<file path="config.mk">
export PLATFORM = sky130hd
export DESIGN_NAME = pb_debounce_flat
export DESIGN_NICKNAME = d
export VERILOG_FILES = /design/src/rtl/pb_debounce_if.sv /design/src/rtl/pb_debounce.sv /design/src/flat_wrapper.sv
export SDC_FILE = /design/constraint.sdc
export NUM_CORES = 1
export LEC_CHECK = 0
export BUFFER_PORTS_ARGS = -buffer_cell sky130_fd_sc_hd__buf_2
export CORE_MARGIN = 5
export CORE_UTILIZATION = 40
export DETAILED_ROUTE_END_ITERATION = 6
export MAX_ROUTING_LAYER = met4
export PLACE_DENSITY = 0.61
export SLEW_MARGIN = 15
export SYNTH_ARGS = -nofsm -noshare
export SYNTH_HDL_FRONTEND = slang
export SYNTH_SLANG_ARGS = --single-unit
</file>
<file path="constraint.sdc">
create_clock -name i_clk -period 2.3 [get_ports i_clk]
set_clock_uncertainty 0.2 [all_clocks]
set_input_delay 0.69 -clock i_clk [delete_from_list [all_inputs] [get_ports i_clk]]
set_output_delay 0.69 -clock i_clk [all_outputs]
set_load 0.05 [all_outputs]
</file>
<file path="src/rtl/pb_debounce_if.sv">
// Pushbutton debouncer bundle: raw pin in, clean level and strobes out.
// master = whatever drives the pin (board/bench), slave = the debouncer.
interface pb_debounce_if;
  logic pb_raw;
  logic pb;
  logic press;
  logic rel;
  logic toggle;

  modport master (
    output pb_raw,
    input  pb,
    input  press,
    input  rel,
    input  toggle
  );

  modport slave (
    input  pb_raw,
    output pb,
    output press,
    output rel,
    output toggle
  );
endinterface

</file>
<file path="src/rtl/pb_debounce.sv">
// Two-flop synchroniser plus a four-state qualification FSM that turns the raw
// pushbutton into a clean level, press/release strobes and a press toggle.
module pb_debounce #(
  parameter int DEBOUNCE_CYCLES = 50000,
  parameter int CNT_WIDTH       = 16
) (
  input  logic          i_clk,
  input  logic          i_rst_n,
  pb_debounce_if.slave  pb_if
);

  typedef enum logic [1:0] {
    LO_STABLE = 2'd0,
    WAIT_HI   = 2'd1,
    HI_STABLE = 2'd2,
    WAIT_LO   = 2'd3
  } state_t;

  localparam logic [CNT_WIDTH-1:0] CNT_MAX = CNT_WIDTH'(DEBOUNCE_CYCLES - 1);

  logic                 r_s1;
  logic                 r_s2;
  state_t               r_state;
  logic [CNT_WIDTH-1:0] r_cnt;
  logic                 r_pb;
  logic                 r_press;
  logic                 r_rel;
  logic                 r_toggle;

  state_t               w_state_next;
  logic [CNT_WIDTH-1:0] w_cnt_next;
  logic                 w_pb_next;
  logic                 w_press_next;
  logic                 w_rel_next;
  logic                 w_toggle_next;

  always_ff @(posedge i_clk or negedge i_rst_n) begin
    if (!i_rst_n) begin
      r_s1 <= 1'b0;
      r_s2 <= 1'b0;
    end else begin
      r_s1 <= pb_if.pb_raw;
      r_s2 <= r_s1;
    end
  end

  always_ff @(posedge i_clk or negedge i_rst_n) begin
    if (!i_rst_n) begin
      r_state  <= LO_STABLE;
      r_cnt    <= '0;
      r_pb     <= 1'b0;
      r_press  <= 1'b0;
      r_rel    <= 1'b0;
      r_toggle <= 1'b0;
    end else begin
      r_state  <= w_state_next;
      r_cnt    <= w_cnt_next;
      r_pb     <= w_pb_next;
      r_press  <= w_press_next;
      r_rel    <= w_rel_next;
      r_toggle <= w_toggle_next;
    end
  end

  // Strobes default low so they can only ever last the single acceptance cycle.
  always_comb begin
    w_state_next  = r_state;
    w_cnt_next    = r_cnt;
    w_pb_next     = r_pb;
    w_press_next  = 1'b0;
    w_rel_next    = 1'b0;
    w_toggle_next = r_toggle;
    case (r_state)
      LO_STABLE: begin
        if (r_s2) begin
          w_state_next = WAIT_HI;
          w_cnt_next   = '0;
        end
      end
      WAIT_HI: begin
        if (!r_s2) begin
          w_state_next = LO_STABLE;
        end else if (r_cnt == CNT_MAX) begin
          w_state_next  = HI_STABLE;
          w_pb_next     = 1'b1;
          w_press_next  = 1'b1;
          w_toggle_next = ~r_toggle;
        end else begin
          w_cnt_next = r_cnt + CNT_WIDTH'(1);
        end
      end
      HI_STABLE: begin
        if (!r_s2) begin
          w_state_next = WAIT_LO;
          w_cnt_next   = '0;
        end
      end
      WAIT_LO: begin
        if (r_s2) begin
          w_state_next = HI_STABLE;
        end else if (r_cnt == CNT_MAX) begin
          w_state_next = LO_STABLE;
          w_pb_next    = 1'b0;
          w_rel_next   = 1'b1;
        end else begin
          w_cnt_next = r_cnt + CNT_WIDTH'(1);
        end
      end
      default: begin
        w_state_next = LO_STABLE;
      end
    endcase
  end

  assign pb_if.pb     = r_pb;
  assign pb_if.press  = r_press;
  assign pb_if.rel    = r_rel;
  assign pb_if.toggle = r_toggle;

endmodule
</file>
<file path="src/flat_wrapper.sv">
// flat-port wrapper written by rule: the top's interface ports become plain ports
module pb_debounce_flat 
#(
  parameter int DEBOUNCE_CYCLES = 50000,
  parameter int CNT_WIDTH       = 16
)
  (i_clk, i_rst_n, pb_if_pb_raw, pb_if_pb, pb_if_press, pb_if_rel, pb_if_toggle);
  pb_debounce_if pb_if_i ();
  input  logic i_clk;
  input  logic i_rst_n;
  input wire logic [$bits(pb_if_i.pb_raw)-1:0] pb_if_pb_raw;
  output wire logic [$bits(pb_if_i.pb)-1:0] pb_if_pb;
  output wire logic [$bits(pb_if_i.press)-1:0] pb_if_press;
  output wire logic [$bits(pb_if_i.rel)-1:0] pb_if_rel;
  output wire logic [$bits(pb_if_i.toggle)-1:0] pb_if_toggle;
  assign pb_if_i.pb_raw = pb_if_pb_raw;
  assign pb_if_pb = pb_if_i.pb;
  assign pb_if_press = pb_if_i.press;
  assign pb_if_rel = pb_if_i.rel;
  assign pb_if_toggle = pb_if_i.toggle;
  pb_debounce #(.DEBOUNCE_CYCLES(DEBOUNCE_CYCLES), .CNT_WIDTH(CNT_WIDTH)) u_core (.i_clk(i_clk), .i_rst_n(i_rst_n), .pb_if(pb_if_i));
endmodule
</file>
* Word level (Yosys, flattened, before mapping)
Cells that the tools add are included. W data, S select, Z words.
Word-level totals: register bits 24, output and inout port bits 4, word-level logic and storage cells 51, bits of input ports 3
Cells by class: $add $sub $neg 1, reductions and logical operators 6, multiplexer cells 23, bitwise logic cells 1, eq/ne operators 12
Operators by type and width (number):
- $mux W16 | 5
- $pmux W16 S4 | 1
- $add A16 B1 Y16 const B | 1
- $eq A16 B16 Y1 const B | 1
- $mux W2 | 6
- $mux W1 | 9
- $ne A2 B1 Y1 const B | 4
- $pmux W2 S4 | 1
- $reduce_and A4 Y1 | 2
- $reduce_and A5 Y1 | 1
- $eq A2 B2 Y1 const B | 2
- $ne A2 B2 Y1 const B | 2
- $ne A3 B1 Y1 const B | 1
- $ne A3 B3 Y1 const B | 1
- $reduce_and A3 Y1 | 1
- $eq A2 B1 Y1 const B | 1
- $logic_not A2 Y1 | 1
- $pmux W1 S2 | 1
- $reduce_bool A2 Y1 | 1
- $not A1 Y1 | 1

* Longest topological paths before layout
Gate-level depths: netlist (run 1).
depth in word-level cells 4, mapped depth 6

* Least setup slack after synthesis (run 1)
Ideal clock, no wire load.
path kind register to register, start point register u_core.r_cnt[12], end point register u_core.r_cnt[12], path slack 0.207 ns, data required time 1.972 ns, stages on the path, launching flop included 6, library setup time 0.128 ns, arrival 1.765 ns, cell sequence dfrtp_1 -> or4b_4 -> nor4_4 -> or2_4 -> buf_8 -> o41ai_1
Between the ends: longest elaborated chain between the ends 4, elaborated cells between the ends (all ways) 6, those cells by class add/sub (1); eq/ne (1); mux (4)
Ends and longest elaborated chain:
- start: declaration | line pb_debounce.sv:24 | logic [CNT_WIDTH-1:0] r_cnt;
- start signal: assignment | line pb_debounce.sv:57 | r_cnt <= w_cnt_next;
- $add A16 B1 Y16 / $eq A16 B16 Y1 (equally long branches)
- $mux W16 * | line pb_debounce.sv:83, pb_debounce.sv:101
- $mux W16 (on tied branches) | line pb_debounce.sv:99, pb_debounce.sv:81
- $pmux W16 S4 * | line pb_debounce.sv:73 | case (r_state)
Every way passes the cells marked *; elsewhere a longest branch is shown, timed or not. The select of a mux whose other input is x is not followed. A chain may end at the register's enable or synchronous reset.

* Worst setup path after layout (run 1)
start point register u_core.r_cnt[10], end point register u_core.r_cnt[6]
Between the ends: longest elaborated chain between the ends 4, elaborated cells between the ends (all ways) 5, those cells by class eq/ne (1); mux (4)
Ends and longest elaborated chain (line):
- $eq A16 B16 Y1 * | pb_debounce.sv:83, pb_debounce.sv:101
- $mux W16 *
- $mux W16 (on tied branches)
- $pmux W16 S4 *
Marked as above.

==> summary.txt, run 1 <==
Synthesis
  • Syn avg cell area: 10.0 µm²
  • Cells after Synth: 129
  • Async SR Flop Fraction: 100%
  • Net Count, Synth: 133
  • Sequential share of the synthesized area: 46.4%
  • Count of cell types in the netlist: 39
  • Synth warn: 0
  • EDFF count, synth: 0
  • Synthesis-stage register bit count: 24
  • Post-Syn Area: 1290 µm²
  • Ys flop type: dfrtp_1

Power and ir drop
  • Internal Pwr Total: 530 µW
  • P_leak: 0.701 nW
  • Seq pwr share: 64.6%
  • Clk pwr share: 25.5%
  • Switch share: 25.9%
  • IR drop worst, VDD: 382 µV
  • Sw Pwr: 185 µW
  • PwrDens: 511 nW/µm²
  • Combinational group share of total power: 9.9%

Worst setup path
  • Critical Path Source Type: flop
  • Req. time, crit path: 2.28 ns
  • Data arrival, critical path: 2.09 ns
  • Crit. End Element: flop
  • CP Class: reg -> reg
  • Crit Path Max Fanout: 14

Drt
  • Initial DRC Count: 80
  • Number of remaining DRC errors: 0
  • Vias: 1,023
  • DRT Pass-1 Iters: 4
  • Antenna Nets Post-Route: 0
  • WL final: 2.71 mm
  • Vias per Instance: 5.68
  • WL/cell: 15.0 µm

Layout
  • Finished Core Util: 45.4%
  • ANT cells: 0
  • Fin nets: 142
  • Share of cells above drive strength 1: 15.4%
  • Area grow syn2layout: 8.02%

Run
  • Max_cap viols: 0

Clock tree
  • Post-CTS Setup Inserts: 0
  • Clock Tree Root: clkbuf_4
  • Hold_buf cts: 0
  • Clk buf depth: 2
  • CTS resizes: 0
  • Worst skew pair latency: 0.31 ns
  • Clk slew on worst S/H paths: 0.13 ns
  • Clock sinks: 24
  • Htree depth: 1
  • Cts bufs inserted: 3
  • CTS tree: done

Die
  • Chip height: 66.9 µm
  • Die width: 66.9 µm
  • I/O pin count: 7
  • Initial Util: 42.1%
  • Core area: 3080 µm²
  • DIE AREA: 4480 µm²
  • Rows: 20

STA
  • Hold Fails Final Rpt: 0
  • Final-report max-slew violation count: 0
  • Min setup slack post-route: 0.192 ns
  • Relative slew slack: 64.1%
  • Worst-margin pin slew: 0.539 ns
  • Setup TNS: 0 ns
  • Max Freq: 0.474 GHz
  • RSZ-0062 raised after global routing: no
  • Fin crit share: 91.6%
  • Final min period: 2.11 ns
  • Final setup fails: 0

Place
  • Count of buffers inserted at the top-level ports: 6
  • GP Congestion: 0.806
  • Setup WS pre-CTS: 0.206 ns
  • Post-detail-place hpwl: 1.89 mm

Global route
  • Total GRT Usage: 14.0%
  • Vias in the first global route: 959
  • Initial antenna violation count: 0
  • Overflow after GRT: 0
  • Pin count of the biggest net entering global routing: 25
  • Global-route wire length before repair: 4.68 mm

Run status
  • Status: complete, no violations

Hold path
  • HP Class: in -> async
-- sequential cells by signal, indices dropped and copies added, names as in the netlist, named ones only --
name                 count
u_core.pb_if.toggle      1
u_core.pb_if.press       1
u_core.r_cnt            16
u_core.pb_if.rel         1
u_core.r_s2              1
u_core.r_s1              1
u_core.pb_if.pb          1
u_core.r_state           1
-- cells by family after synthesis --
logic type / count (synthesis) / synth area share [%]
AO/OA/AOI/OAI: 28 / 16.0
AND/OR/NAND/NOR: 59 / 28.1
adder cells (fa/ha/maj): 1 / 0.966
XOR/XNOR: 2 / 1.35
buffers and inverters: 11 / 4.06
multiplexers: 4 / 3.09
flip-flops: 24 / 46.4
-- routing by layer --
metal | wire length, µm | global-route usage (%) | share of wire (%) | up-vias
met5 | 0 | - | 0 | -
met4 | 8 | 1.77 | 0.30 | 0
met3 | 64 | 3.71 | 2.4 | 2
met2 | 1310 | 22.3 | 49 | 13
met1 | 1320 | 18.5 | 49 | 509
li1 | - | - | - | 499
-- layout make-up --
class	count	area, µm²
timing repair buffer	10	60.1
fill	303	1680
clock buffer	3	22.5
sequential	24	601
inverter	5	18.8
tap	44	55.1
multi-input combinational	94	642
-- per-stage QoR --
stage               cells  hold WS [ns]  total power, mW  instance area (µm²)
floorplan             129         0.131            0.517                 1290
global placement      177         0.138            0.538                 1380
detailed placement    177         0.142            0.541                 1380
CTS                   180         0.158            0.725                 1400
global route          180         0.173            0.760                 1400
finish                180         0.143            0.715                 1400
-- worst max-delay path, cell delays in order (launching register included) --
cell and delay [ns]:
dfrtp_1 0.45, or4bb_1 0.59, nor4_4 0.30, or2_4 0.27
o311ai_0 0.17
-- power groups by stage --
stage | Combinational [mW] | Clock (mW) | Sequential, mW
after detailed placement | 0.0716 | 0 | 0.469
after global placement | 0.0695 | 0 | 0.468
final | 0.0705 | 0.182 | 0.462
after floorplan | 0.0523 | 0 | 0.465
after CTS | 0.0718 | 0.192 | 0.461
after global routing | 0.0794 | 0.215 | 0.466
-- placed cells by master, fill, tap and decap left out, drive strengths merged, types with 4 or more instances in the layout --
master  instances
nand2b          4
inv             5
nor4            4
nand2          11
nand3           7
dfrtp          24
mux2i           4
and3            7
nand4           6
nor2            4
a211o           4
o21ai           9
buf            10
-- cells in the mapped netlist (all sizes together) (3+ instances only) --
library cell | count | share of area [%]
a211o | 4 | 2.9
and4 | 3 | 2.1
mux2i | 4 | 3.1
nand2 | 11 | 3.2
o311ai | 3 | 2.0
nor3 | 3 | 1.2
nor2 | 4 | 1.2
and2 | 3 | 1.5
nand4 | 6 | 2.9
nand3 | 7 | 2.7
a21o | 3 | 1.7
clkbuf | 5 | 1.4
and3 | 7 | 3.4
dfrtp | 24 | 46
nor4 | 4 | 3.1
inv | 5 | 1.4
o21ai | 9 | 3.5
nand2b | 4 | 1.9
-- final timing paths --
path                       slack [ns]          endpoint  cells past startpoint        startpoint
setup / recovery                 0.19   u_core.r_cnt[6]                      4  u_core.r_cnt[10]
hold reg to reg                  0.17       u_core.r_s2                      0       u_core.r_s1
min in group i_clk               0.17       u_core.r_s2                      0       u_core.r_s1
max in group asynchronous        1.40  u_core.r_cnt[10]                      1           i_rst_n
setup reg to reg                 0.19   u_core.r_cnt[6]                      4  u_core.r_cnt[10]
hold / removal                   0.14   u_core.r_cnt[6]                      1           i_rst_n
Power figures use the tool's default switching activity.
==> inputs of run 2 (changes only) <==
--- a/config.mk
+++ b/config.mk
@@ -7,10 +7,10 @@
 export LEC_CHECK = 0
 export BUFFER_PORTS_ARGS = -buffer_cell sky130_fd_sc_hd__buf_2
 export CORE_MARGIN = 5
-export CORE_UTILIZATION = 40
+export CORE_UTILIZATION = 35
 export DETAILED_ROUTE_END_ITERATION = 6
 export MAX_ROUTING_LAYER = met4
-export PLACE_DENSITY = 0.61
+export PLACE_DENSITY = 0.56
 export SLEW_MARGIN = 15
 export SYNTH_ARGS = -nofsm -noshare
 export SYNTH_HDL_FRONTEND = slang
==> run 2 against run 1 <==
Against the previous run:
- global-route usage decreased by 2.0 points
- via count rose by 0.68%
- routed wire length decreased by 0.92%
- sequential cell count unchanged
- sequential share of layout area decreased by 1.8 points
- clock-buffer cell count unchanged
- final area increased by 4.4%
- die area grew 12%
- total power grew 27%
==> summary.txt, run 2 (synthesized netlist as in run 1, its figures left out) <==
Clock tree
  • Post-CTS Setup Inserts: 0 (unchanged)
  • Htree depth: 1 (unchanged)
  • Clk slew on worst S/H paths: 0.09 ns (-0.04 ns)
  • Worst skew pair latency: 0.27 ns (-0.04 ns)
  • Cts bufs inserted: 3 (unchanged)
  • Clk buf depth: 2 (unchanged)
  • Clock Tree Root: clkbuf_8
  • CTS tree: done
  • Hold_buf cts: 0 (unchanged)
  • Clock sinks: 24 (unchanged)
  • CTS resizes: 0 (unchanged)

Power and ir drop
  • Sw Pwr: 203 µW (+10%)
  • IR drop worst, VDD: 349 µV (-8.6%)
  • Clk pwr share: 41.0% (+15 points)
  • Internal Pwr Total: 702 µW (+33%)
  • PwrDens: 620 nW/µm² (+21%)
  • Combinational group share of total power: 7.8% (-2.1 points)
  • Switch share: 22.5% (-3.4 points)
  • P_leak: 0.728 nW (+3.8%)
  • Seq pwr share: 51.2% (-13 points)

STA
  • Setup TNS: 0 ns (unchanged)
  • Final-report max-slew violation count: 0 (unchanged)
  • Relative slew slack: 64.1% (about the same)
  • Hold Fails Final Rpt: 0 (unchanged)
  • Fin crit share: 90.7% (-0.96 points)
  • Final setup fails: 0 (unchanged)
  • Final min period: 2.09 ns (-0.0221 ns)
  • Worst-margin pin slew: 0.539 ns (-0.000237 ns)
  • RSZ-0062 raised after global routing: no
  • Max Freq: 0.479 GHz (+1.1%)

Hold path
  • Hold_sp: u_core.r_s1
  • Worst Hold End: u_core.r_s2
  • Min-Delay Path Depth: 0
  • HP Class: reg -> reg

Layout
  • Fin nets: 143 (+0.70%)
  • Share of cells above drive strength 1: 16.7% (+1.2 points)
  • Finished Cell Area: 1460 µm² (+4.4%)
  • Finished Core Util: 40.2% (-5.3 points)
  • Max reg flops: 16 (unchanged)
  • Area grow syn2layout: 12.8%
  • Commonest non-fill, non-tap cell in the layout: dfrtp_1
  • Fill cells: 370 (+22%)
  • Top reg by flops: u_core.r_cnt
  • Commonest cells after routing, fill and taps aside: 24 x dfrtp_1, 11 x nand2_1, 7 x and3_1, 7 x o21ai_0, 7 x nand3_1
  • ANT cells: 0 (unchanged)

Global route
  • Met1 GRT Util: 15.1% (-3.4 points)
  • Global-route wire length before repair: 4.75 mm (+1.5%)
  • Vias in the first global route: 1,013 (+5.6%)
  • Total GRT Usage: 12.0% (-2.0 points)
  • Pin count of the biggest net entering global routing: 25 (unchanged)
  • Initial antenna violation count: 0 (unchanged)
  • Met2 Usage GRT: 19.7% (-2.6 points)
  • M3 GR Usage: 3.41% (-0.30 points)
  • Most used routing layer: met2
  • Overflow after GRT: 0 (unchanged)

Worst setup path
  • Crit path max-delay family: simple AND/OR/NAND/NOR gates
  • Crit path launch: u_core.r_cnt[10]
  • Chain of cells forming the critical path: or4bb_1, nor4_4, or2_4, o311ai_0
  • Crit. End Element: flop
  • Req. time, crit path: 2.22 ns (-0.06 ns)
  • Largest incremental delay on the critical path: 0.59 ns (about the same)
  • Crit Path Max Fanout: 14 (unchanged)
  • Critical Path Source Type: flop
  • Critical path buffers and inverters: 0 (unchanged)
  • Worst reg2reg endpoint: u_core.r_cnt[6]
  • Data arrival, critical path: 2.01 ns (-0.08 ns)
  • R2r startpoint: u_core.r_cnt[10]
  • Crit-path slowest cell: or4bb_1
  • FF-to-FF path depth: 4 (unchanged)
  • CP Class: reg -> reg
  • Setup slack, reg-to-reg: 0.21 ns (+0.02 ns)

Drt
  • Vias: 1,030 (+0.68%)
  • DRT Pass-1 Iters: 4 (unchanged)
  • WL final: 2.68 mm (-0.92%)
  • Vias per Instance: 5.54 (-2.6%)
  • Number of remaining DRC errors: 0 (unchanged)
  • WL/cell: 14.4 µm (-4.1%)
  • Antenna Nets Post-Route: 0 (unchanged)
  • Initial DRC Count: 81 (+1.3%)

Run
  • Max_cap viols: 0 (unchanged)

Die
  • Initial Util: 35.6% (-6.4 points)
  • Core area: 3630 µm² (+18%)
  • Die width: 70.8 µm (+5.9%)
  • I/O pin count: 7 (unchanged)
  • DIE AREA: 5020 µm² (+12%)
  • Rows: 22 (+10%)
  • Chip height: 70.8 µm (+5.9%)

Place
  • Post-detail-place hpwl: 1.85 mm (-2.2%)
  • Area of placed instances: 1390 µm² (+0.91%)
  • Count of buffers inserted at the top-level ports: 6 (unchanged)
  • GP Congestion: 0.788 (-2.2%)

Run status
  • Status: complete, no violations
run 2: final cells by class:
class	count	area, µm²	area share, %
clock buffer	3	41.3	2.83
clock inverter	1	30.0	2.06
inverter	5	18.8	1.29
multi-input combinational	94	642	44.0
sequential	24	601	41.1
tap	48	60.1	4.11
timing repair buffer	11	67.6	4.63
run 2: how the worst max path moves through the flow:
stage | depth (start not counted) | slack, ns | endpoint
after global routing | 4 | 0.06 | u_core.r_cnt[6]
after floorplan | 5 | 0.21 | u_core.r_cnt[12]
after CTS | 4 | 0.19 | u_core.r_cnt[6]
after detailed placement | 4 | 0.21 | u_core.r_cnt[6]
final | 4 | 0.21 | u_core.r_cnt[6]
after global placement | 4 | 0.29 | u_core.r_cnt[6]
run 2: metal layers:
| metal | wire length, µm | vias to the layer above |
|---|---|---|
| met3 | 103 | 2 |
| met5 | 0 | - |
| met1 | 1280 | 508 |
| met4 | 9 | 0 |
| li1 | - | 504 |
| met2 | 1290 | 16 |
run 2: power groups by stage:
stage / clock network [mW] / logic (mW) / registers (mW)
5_1_grt: 0.403 / 0.0816 / 0.467
3_3_place_gp: 0 / 0.0703 / 0.470
6_report: 0.372 / 0.0707 / 0.463
2_1_floorplan: 0 / 0.0523 / 0.465
4_1_cts: 0.383 / 0.0723 / 0.463
3_5_place_dp: 0 / 0.0721 / 0.471
run 2: per-stage QoR:
step           power, mW  hold slack [ns]  cells  worst slack (ns)
3_5_place_dp       0.543            0.156    182             0.207
3_3_place_gp       0.541            0.143    182             0.285
2_1_floorplan      0.517            0.131    129             0.207
5_1_grt            0.952            0.177    186            0.0616
6_report           0.906            0.169    186             0.214
4_1_cts            0.918            0.177    186             0.195
